`config.mk`:
```
export PLATFORM = sky130hd
export DESIGN_NAME = rt_port_buffer
export DESIGN_NICKNAME = d
export VERILOG_FILES = /design/src/rtl/router_pkg.sv /design/src/rtl/rt_fifo.sv /design/src/rtl/rt_port_buffer.sv
export SDC_FILE = /design/constraint.sdc
export NUM_CORES = 2
export LEC_CHECK = 0
export ABC_AREA = 0
export CAP_MARGIN = 20
export CORE_ASPECT_RATIO = 1.25
export CORE_MARGIN = 3
export CORE_UTILIZATION = 45
export CTS_BUF_LIST = sky130_fd_sc_hd__clkbuf_4 sky130_fd_sc_hd__clkbuf_8
export DETAILED_ROUTE_END_ITERATION = 6
export DONT_BUFFER_PORTS = 1
export GPL_ROUTABILITY_DRIVEN = 0
export PLACE_DENSITY_LB_ADDON = 0.3
export SLEW_MARGIN = 0
export SYNTH_ARGS = -nofsm -noshare
export SYNTH_HDL_FRONTEND = slang
export SYNTH_SLANG_ARGS = --single-unit
```
`constraint.sdc`:
```
create_clock -name clk -period 33.5 [get_ports clk]
set_clock_uncertainty 0.15 [all_clocks]
set_input_delay 1.675 -clock clk [delete_from_list [all_inputs] [get_ports clk]]
set_output_delay 1.675 -clock clk [all_outputs]
set_load 0.05 [all_outputs]
```
`src/rtl/router_pkg.sv`:
```
// router_pkg: handshake protocol selector and port-buffer FSM state encodings
package router_pkg;
    typedef enum logic {HS_FOUR_PHASE = 1'b0, HS_TWO_PHASE = 1'b1} hs_mode_e;
    typedef enum logic {IN_IDLE, IN_ACKED} in_state_e;
    typedef enum logic [1:0] {OUT_IDLE, OUT_REQ, OUT_WAIT} out_state_e;
endpackage

```
`src/rtl/rt_fifo.sv`:
```
// rt_fifo: DEPTH-entry in-order flit storage with modulo-wrapping pointers
module rt_fifo #(
    parameter int WIDTH = 512,
    parameter int DEPTH = 4
)(
    input  logic                         clk,
    input  logic                         rst_n,
    input  logic                         push,
    input  logic                         pop,
    input  logic [WIDTH-1:0]             wdata,
    output logic [WIDTH-1:0]             head,
    output logic [$clog2(DEPTH+1)-1:0]   count,
    output logic                         full,
    output logic                         empty
);
    localparam int AW = $clog2(DEPTH);
    localparam int CW = $clog2(DEPTH + 1);
    logic [WIDTH-1:0] mem [DEPTH];
    logic [AW-1:0]    wptr, rptr;
    // DEPTH need not be a power of two, so wrap explicitly
    function automatic logic [AW-1:0] nxt(input logic [AW-1:0] p);
        return p == AW'(DEPTH - 1) ? '0 : p + 1'b1;
    endfunction
    always_ff @(posedge clk or negedge rst_n)
        if (!rst_n) begin
            wptr  <= '0;
            rptr  <= '0;
            count <= '0;
        end else begin
            if (push) wptr <= nxt(wptr);
            if (pop) rptr <= nxt(rptr);
            count <= count + CW'(push) - CW'(pop);
        end
    always_ff @(posedge clk)
        if (push) mem[wptr] <= wdata;
    assign head  = mem[rptr];
    assign full  = count == CW'(DEPTH);
    assign empty = count == '0;
    a_no_underflow: assert property (@(posedge clk) disable iff (!rst_n) pop |-> !empty);
    a_no_overflow:  assert property (@(posedge clk) disable iff (!rst_n) push |-> !full);
endmodule

```
`src/rtl/rt_port_buffer.sv`:
```
// rt_port_buffer: buffered link stage between two req/ack flit channels,
// four-phase or two-phase handshake on both sides
module rt_port_buffer
    import router_pkg::*;
#(
    parameter int       WIDTH = 512,
    parameter int       DEPTH = 4,
    parameter hs_mode_e MODE  = HS_FOUR_PHASE
)(
    input  logic                         clk,
    input  logic                         rst_n,
    input  logic                         in_req,
    input  logic [WIDTH-1:0]             in_data,
    output logic                         in_ack,
    output logic                         out_req,
    output logic [WIDTH-1:0]             out_data,
    input  logic                         out_ack,
    output logic [$clog2(DEPTH+1)-1:0]   count
);
    localparam bit FOUR = MODE == HS_FOUR_PHASE;
    in_state_e        in_st;
    out_state_e       out_st;
    logic             push, pop, issue, full, empty;
    logic [WIDTH-1:0] head;
    // full comes from the registered count, so a same-edge pop never frees a slot
    always_comb begin
        push  = !full && (FOUR ? in_st == IN_IDLE && in_req : in_req != in_ack);
        pop   = out_st == OUT_REQ && (FOUR ? out_ack : out_ack == out_req);
        issue = out_st == OUT_IDLE && !empty && (FOUR ? !out_ack : out_ack == out_req);
    end
    rt_fifo #(.WIDTH(WIDTH), .DEPTH(DEPTH)) u_fifo (
        .clk   (clk),
        .rst_n (rst_n),
        .push  (push),
        .pop   (pop),
        .wdata (in_data),
        .head  (head),
        .count (count),
        .full  (full),
        .empty (empty)
    );
    always_ff @(posedge clk or negedge rst_n)
        if (!rst_n) begin
            in_st  <= IN_IDLE;
            in_ack <= 1'b0;
        end else if (FOUR) begin
            if (push) begin
                in_st  <= IN_ACKED;
                in_ack <= 1'b1;
            end else if (in_st == IN_ACKED && !in_req) begin
                in_st  <= IN_IDLE;
                in_ack <= 1'b0;
            end
        end else if (push) begin
            in_ack <= ~in_ack;
        end
    // the head stays in the FIFO until acknowledged; out_data holds a registered copy
    always_ff @(posedge clk or negedge rst_n)
        if (!rst_n) begin
            out_st   <= OUT_IDLE;
            out_req  <= 1'b0;
            out_data <= '0;
        end else if (issue) begin
            out_st   <= OUT_REQ;
            out_req  <= FOUR ? 1'b1 : ~out_req;
            out_data <= head;
        end else if (pop) begin
            out_st <= FOUR ? OUT_WAIT : OUT_IDLE;
            if (FOUR) out_req <= 1'b0;
        end else if (out_st == OUT_WAIT && !out_ack) begin
            out_st <= OUT_IDLE;
        end
endmodule

```
# Yosys cells after proc, flatten, opt, wreduce, memory -nomap -nowiden
# Memory sizes are Yosys's and may differ from the RTL's. A register that Yosys moved wholly into a read port is not among the register bits.
# Index checks and enable logic that the tools add are counted.
# W data, S select, Z words.
[op_classes]
bitwise = 1
mul = 0
order_cmp = 0
n_mux = 11
addsub = 4
div_mod_pow = 0
shift = 0
n_reduce_logical = 17
n_eq_ne = 5
[op_table]
columns = ["cell", "count"]
rows = [
  ["$mux W2", 5],
  ["$logic_and A1 B1 Y1", 7],
  ["$eq A2 B2 Y1 const B", 3],
  ["$mux W1", 6],
  ["$logic_not A1 Y1", 5],
  ["$add A2 B1 Y2 const B", 2],
  ["$reduce_bool A2 Y1", 2],
  ["$add A3 B1 Y3", 1],
  ["$eq A3 B3 Y1 const B", 1],
  ["$logic_not A3 Y1", 1],
  ["$reduce_bool A3 Y1", 1],
  ["$sub A3 B1 Y3", 1],
  ["$eq A2 B1 Y1 const B", 1],
  ["$logic_not A2 Y1", 1],
  ["$not A1 Y1", 1],
]
[totals]
mem_bits_rw = 2048
rom_bits = 0
in_bits = 516
reg_bits = 11
n_memories = 1
wordCells = 45
out_inout_bits = 517
latch_bits = 0
[mem_list]
columns = ["name", "depth", "width", "read_ports", "rd_ports_with_merged_regs", "wr", "line", "source"]
rows = [
  ["u_fifo.mem", 4, 512, 1, 1, 1, "rt_fifo.sv:18", "logic [WIDTH-1:0] mem [DEPTH];"],
]

# Logic depth before layout (Yosys ltp)
[depth]
depth_word = 5
depth_mapped = 7
mapped_depth_nobuf = 7

# Hierarchy
# A second synthesis with hierarchy kept.
[unflattened]
cells_unflattened = 3807
area_unflattened_um2 = 95601.7
[by_module_without_submodules]
columns = ["module", "area_per_inst_um2", "seq_area_each_um2", "cells_per_inst", "instances"]
rows = [
  ["rt_fifo", 74321.3, 61674.2, 2710, 1],
  ["rt_port_buffer", 21280.4, 12912.4, 1097, 1],
]

# Least setup slack after synthesis
# No wires, ideal clock.
[synth_path]
path_kind = "input port to flip-flop"
start = "input in_req"
end = "memory u_fifo.mem[0][0] (enable)"
path_slack_ns = 18.674
n_path_buf = 0
setup_ns = 0.943
t_required_ns = 32.407
arrival_ns = 13.733
stages = 2
path_cell_list = "nor3b_1 -> and2_1"
[synth_via]
elab_chain_cells = 4
[synth_lines]
columns = ["element", "line", "source"]
rows = [
  ["from (decl)", "rt_port_buffer.sv:12", "input logic in_req,"],
  ["$logic_and A1 B1 Y1 (2 in series)", "rt_port_buffer.sv:27", "push = !full && (FOUR ? in_st == IN_IDLE && in_req : in_req != in_ack);"],
  ["$mux W1", "rt_fifo.sv:35", "if (push) mem[wptr] <= wdata;"],
  ["$mux W1 (not written as such)", "rt_fifo.sv:35", ""],
  ["to (decl)", "rt_fifo.sv:18", ""],
]
# Every way passes these cells.

# Final worst setup path
[layout_path]
start = "register u_fifo.count[1]"
end = "register out_data[287] (read register of u_fifo.mem)"
[layout_via]
elab_chain_cells = 4
[layout_lines]
columns = ["element", "line", "source"]
rows = [
  ["from (decl)", "rt_fifo.sv:12", "output logic [$clog2(DEPTH+1)-1:0] count,"],
  ["from (signal assigned)", "rt_fifo.sv:32", "count <= count + CW'(push) - CW'(pop);"],
  ["$logic_not A3 Y1", "rt_fifo.sv:38", "assign empty = count == '0;"],
  ["$logic_not A1 Y1", "rt_port_buffer.sv:29", "issue = out_st == OUT_IDLE && !empty && (FOUR ? !out_ack : out_ack == out_req);"],
  ["$logic_and A1 B1 Y1 (2 in series)", "rt_port_buffer.sv:29", ""],
  ["to (decl)", "rt_port_buffer.sv:16", "output logic [WIDTH-1:0] out_data,"],
]
# Every way passes these cells.
# A chain may end at the register's enable or synchronous reset.

==> results.toml <==
[clock_network]
clock_path_buffers = 4
htreeDepth = 5
tritoncts = "built"
post-cts-setup-buffers = 0
cts_resized = 0
clk_pin_slew_ps = 70
numCtsBuffers = 398
clockRootBuffer = "clkbuf_8"
cts_hold_buf = 1
clkSinkCount = 2571
worstSkewPairLatency_ps = 1060

[worst_setup_path]
arrival_ps = 6460
required_ps = 34200
slowest_stage = "buf_4"
critPathBufInv = 5
path_max_fanout = 62
critPathMostFrequentCell = "buf_4"
crit_path_end_kind = "register"
critPathKind = "reg2reg"
worstSetupStartpointType = "register"
slowest_delay_ps = 860
crit_chain = "nor3_1 -> nor4_2 -> buf_4 -> buf_4 -> buf_4 -> buf_4 -> buf_4 -> mux2_2"
cpLargestDelayFamily = "buffers and inverters"

[timing]
setup_violations = 0
worst_slew_pin_slew_ps = 1440
finalMaxSlewViolations = 0
setup_tns_ps = 0
fin_crit_sh_pct = 17.2
fin_ws_ps = 27750
max_slew_margin_pct = 4.13
max_freq_mhz = 174
fin_crit_ps = 5750
hold_viol = 0
rsz0062_at_grt = "false"

[synth]
syn_nets = 4328
synth_area_um2 = 93400
ys_types = 24
yosys.area.top_type = "edfxtp_1"
synth_warnings = 0
synth.area.top_cells = "edfxtp_1 (66%), dfrtp_1 (14%), mux4_2 (12%), mux2_2 (6.2%), buf_6 (0.63%)"
synth_seq_cells = 2571
syn_area_per_cell_um2 = 24.6
ys_seq_area_share_pct = 79.9
synthCells = 3804
synth.top_cell.area_share_pct = 65.9

[power_and_ir_drop]
max-vdd-ir-drop_mv = 0.0682
powerDensity_nw_per_um2 = 98.2
p_leak_nw = 34.8

[grt]
grt_pass1_wl_um = 297000
grt_pass1_vias = 42700
grt_max_degree = 524
antenna_found_initial = 17
grt_usage_pct = 19.3
grt-ovfl-total = 0

[place]
pre_cts_slack_ps = 26820
port_buffers = 0
dp_hpwl_um = 127000
postPlaceCellArea_um2 = 96200

[floorplanning]
fp.dieW_um = 413
rows = 186
io_pins = 1033
die_area_um2 = 213000
die_h_um = 515
core_area_um2 = 206000
initial_core_util_pct = 45.3

[drt]
wl_per_cell_um = 29.0
num_vias = 39400
first_pass_iters = 5
via_per_inst = 5.51
drt_iter0_drc = 2412
totalWireLength_um = 207000
drc = 0
ant_nets = 0

[final_layout]
area_growth_pct = 11.9
num-fill-cells = 16000
drive_gt1_share_pct = 40.1
nets = 4619
stdcell_area_um2 = 105000
mostFrequentLayoutCells = "edfxtp_1 (2,048), dfrtp_1 (521), mux2_2 (515)"
layout_commonest_cell = "edfxtp_1"

[flow_run]
drv_cap = 0

[worst_hold_path]
min_path_type = "in2async"

[outcome]
status = "finished, final reports clean"
## synth_stat cells (all sizes together)
cell	count
a21boi	1
a21o	3
and2	4
buf	149
clkbuf	22
dfrtp	523
edfxtp	2048
fa	1
ha	7
inv	8
maj3	1
mux2	515
mux4	512
nand2b	1
nand3b	1
nor2	1
nor3	2
nor3b	2
nor4	1
xnor2	1
xor2	1
## worst reg2reg max path: cells and delay by family (launching register included)
| family | cells | cell delay (ps) |
|---|---|---|
| buf+inv | 5 | 3890 |
| flops | 1 | 750 |
| mux | 1 | 460 |
| simple gates | 2 | 310 |
## final timing paths
check / start / slack (ps) / end / depth (start not counted)
worst max-delay path: u_fifo.count[1]$_DFF_PN0_ / 27750 / out_data[287]$_DFFE_PN0P_ / 8
worst min-delay path: rst_n / 160 / out_data[147]$_DFFE_PN0P_ / 0
worst max register to register: u_fifo.count[1]$_DFF_PN0_ / 27750 / out_data[287]$_DFFE_PN0P_ / 8
worst min register to register: out_st[0]$_DFFE_PN0P_ / 410 / out_st[0]$_DFFE_PN0P_ / 1
max in group asynchronous: rst_n / 30840 / u_fifo.rptr[0]$_DFFE_PN0P_ / 2
min in group clk: out_st[0]$_DFFE_PN0P_ / 410 / out_st[0]$_DFFE_PN0P_ / 1
## per-layer routing
metal  vias to the layer above  track usage, %  wire length, µm
met1                     21100            21.3            70500
met3                       310            11.9            30500
met2                      1530            30.3            99700
li1                      16400               -                -
met4                         0            6.83             6330
met5                         -               0                0
## cell families after synthesis
kind of cell	Yosys count	synth area share (%)
DFF	2571	79.9
muxes	1027	18.6
buffers and inverters	179	1.32
and+or+nand+nor	12	0.0790
adders and majority gates	9	0.126
AOI/OAI and AO/OA	4	0.0322
xor gates and xnor gates	2	0.0188
## power by group
group / switching (mW) / internal (mW) / total [mW] / leakage, nW
Sequential: 1.65 / 4.10 / 5.75 / 24.8
Clock: 1.17 / 1.50 / 2.66 / 4.43
Combinational: 0.871 / 0.985 / 1.86 / 5.58
Total: 3.69 / 6.58 / 10.3 / 34.8
## per-stage QoR
stage                     power [mW]  cells  util [%]  hold slack, ps
after floorplan                 7.25   3804         -             347
after global placement          7.67   6417      46.7             386
after detailed placement        7.72   6417      46.7             391
after CTS                       10.4   7139      50.7            4.23
after global routing            10.7   7143      50.8            32.6
final                           10.3   7146      50.8             155
## flip-flops by register name, summed over array words and instances (netlist names)
register,cells
u_fifo.mem,2048
out_data,512
u_fifo.count,3
out_st,2
u_fifo.rptr,2
u_fifo.wptr,2
in_st,1
out_req,1
## cell type report
class / instances / area [µm²] / share of cell area, %
Inverter: 8 / 30.0 / 0.0287
Clock buffer: 628 / 7620 / 7.29
Tap cell: 2726 / 3410 / 3.26
Clock inverter: 93 / 647 / 0.619
Multi-Input combinational cell: 1054 / 17600 / 16.8
Antenna cell: 4 / 10.0 / 0.00958
Timing Repair Buffer: 62 / 641 / 0.613
Sequential cell: 2571 / 74600 / 71.4
Note: power is estimated with default switching activity, not from simulation.
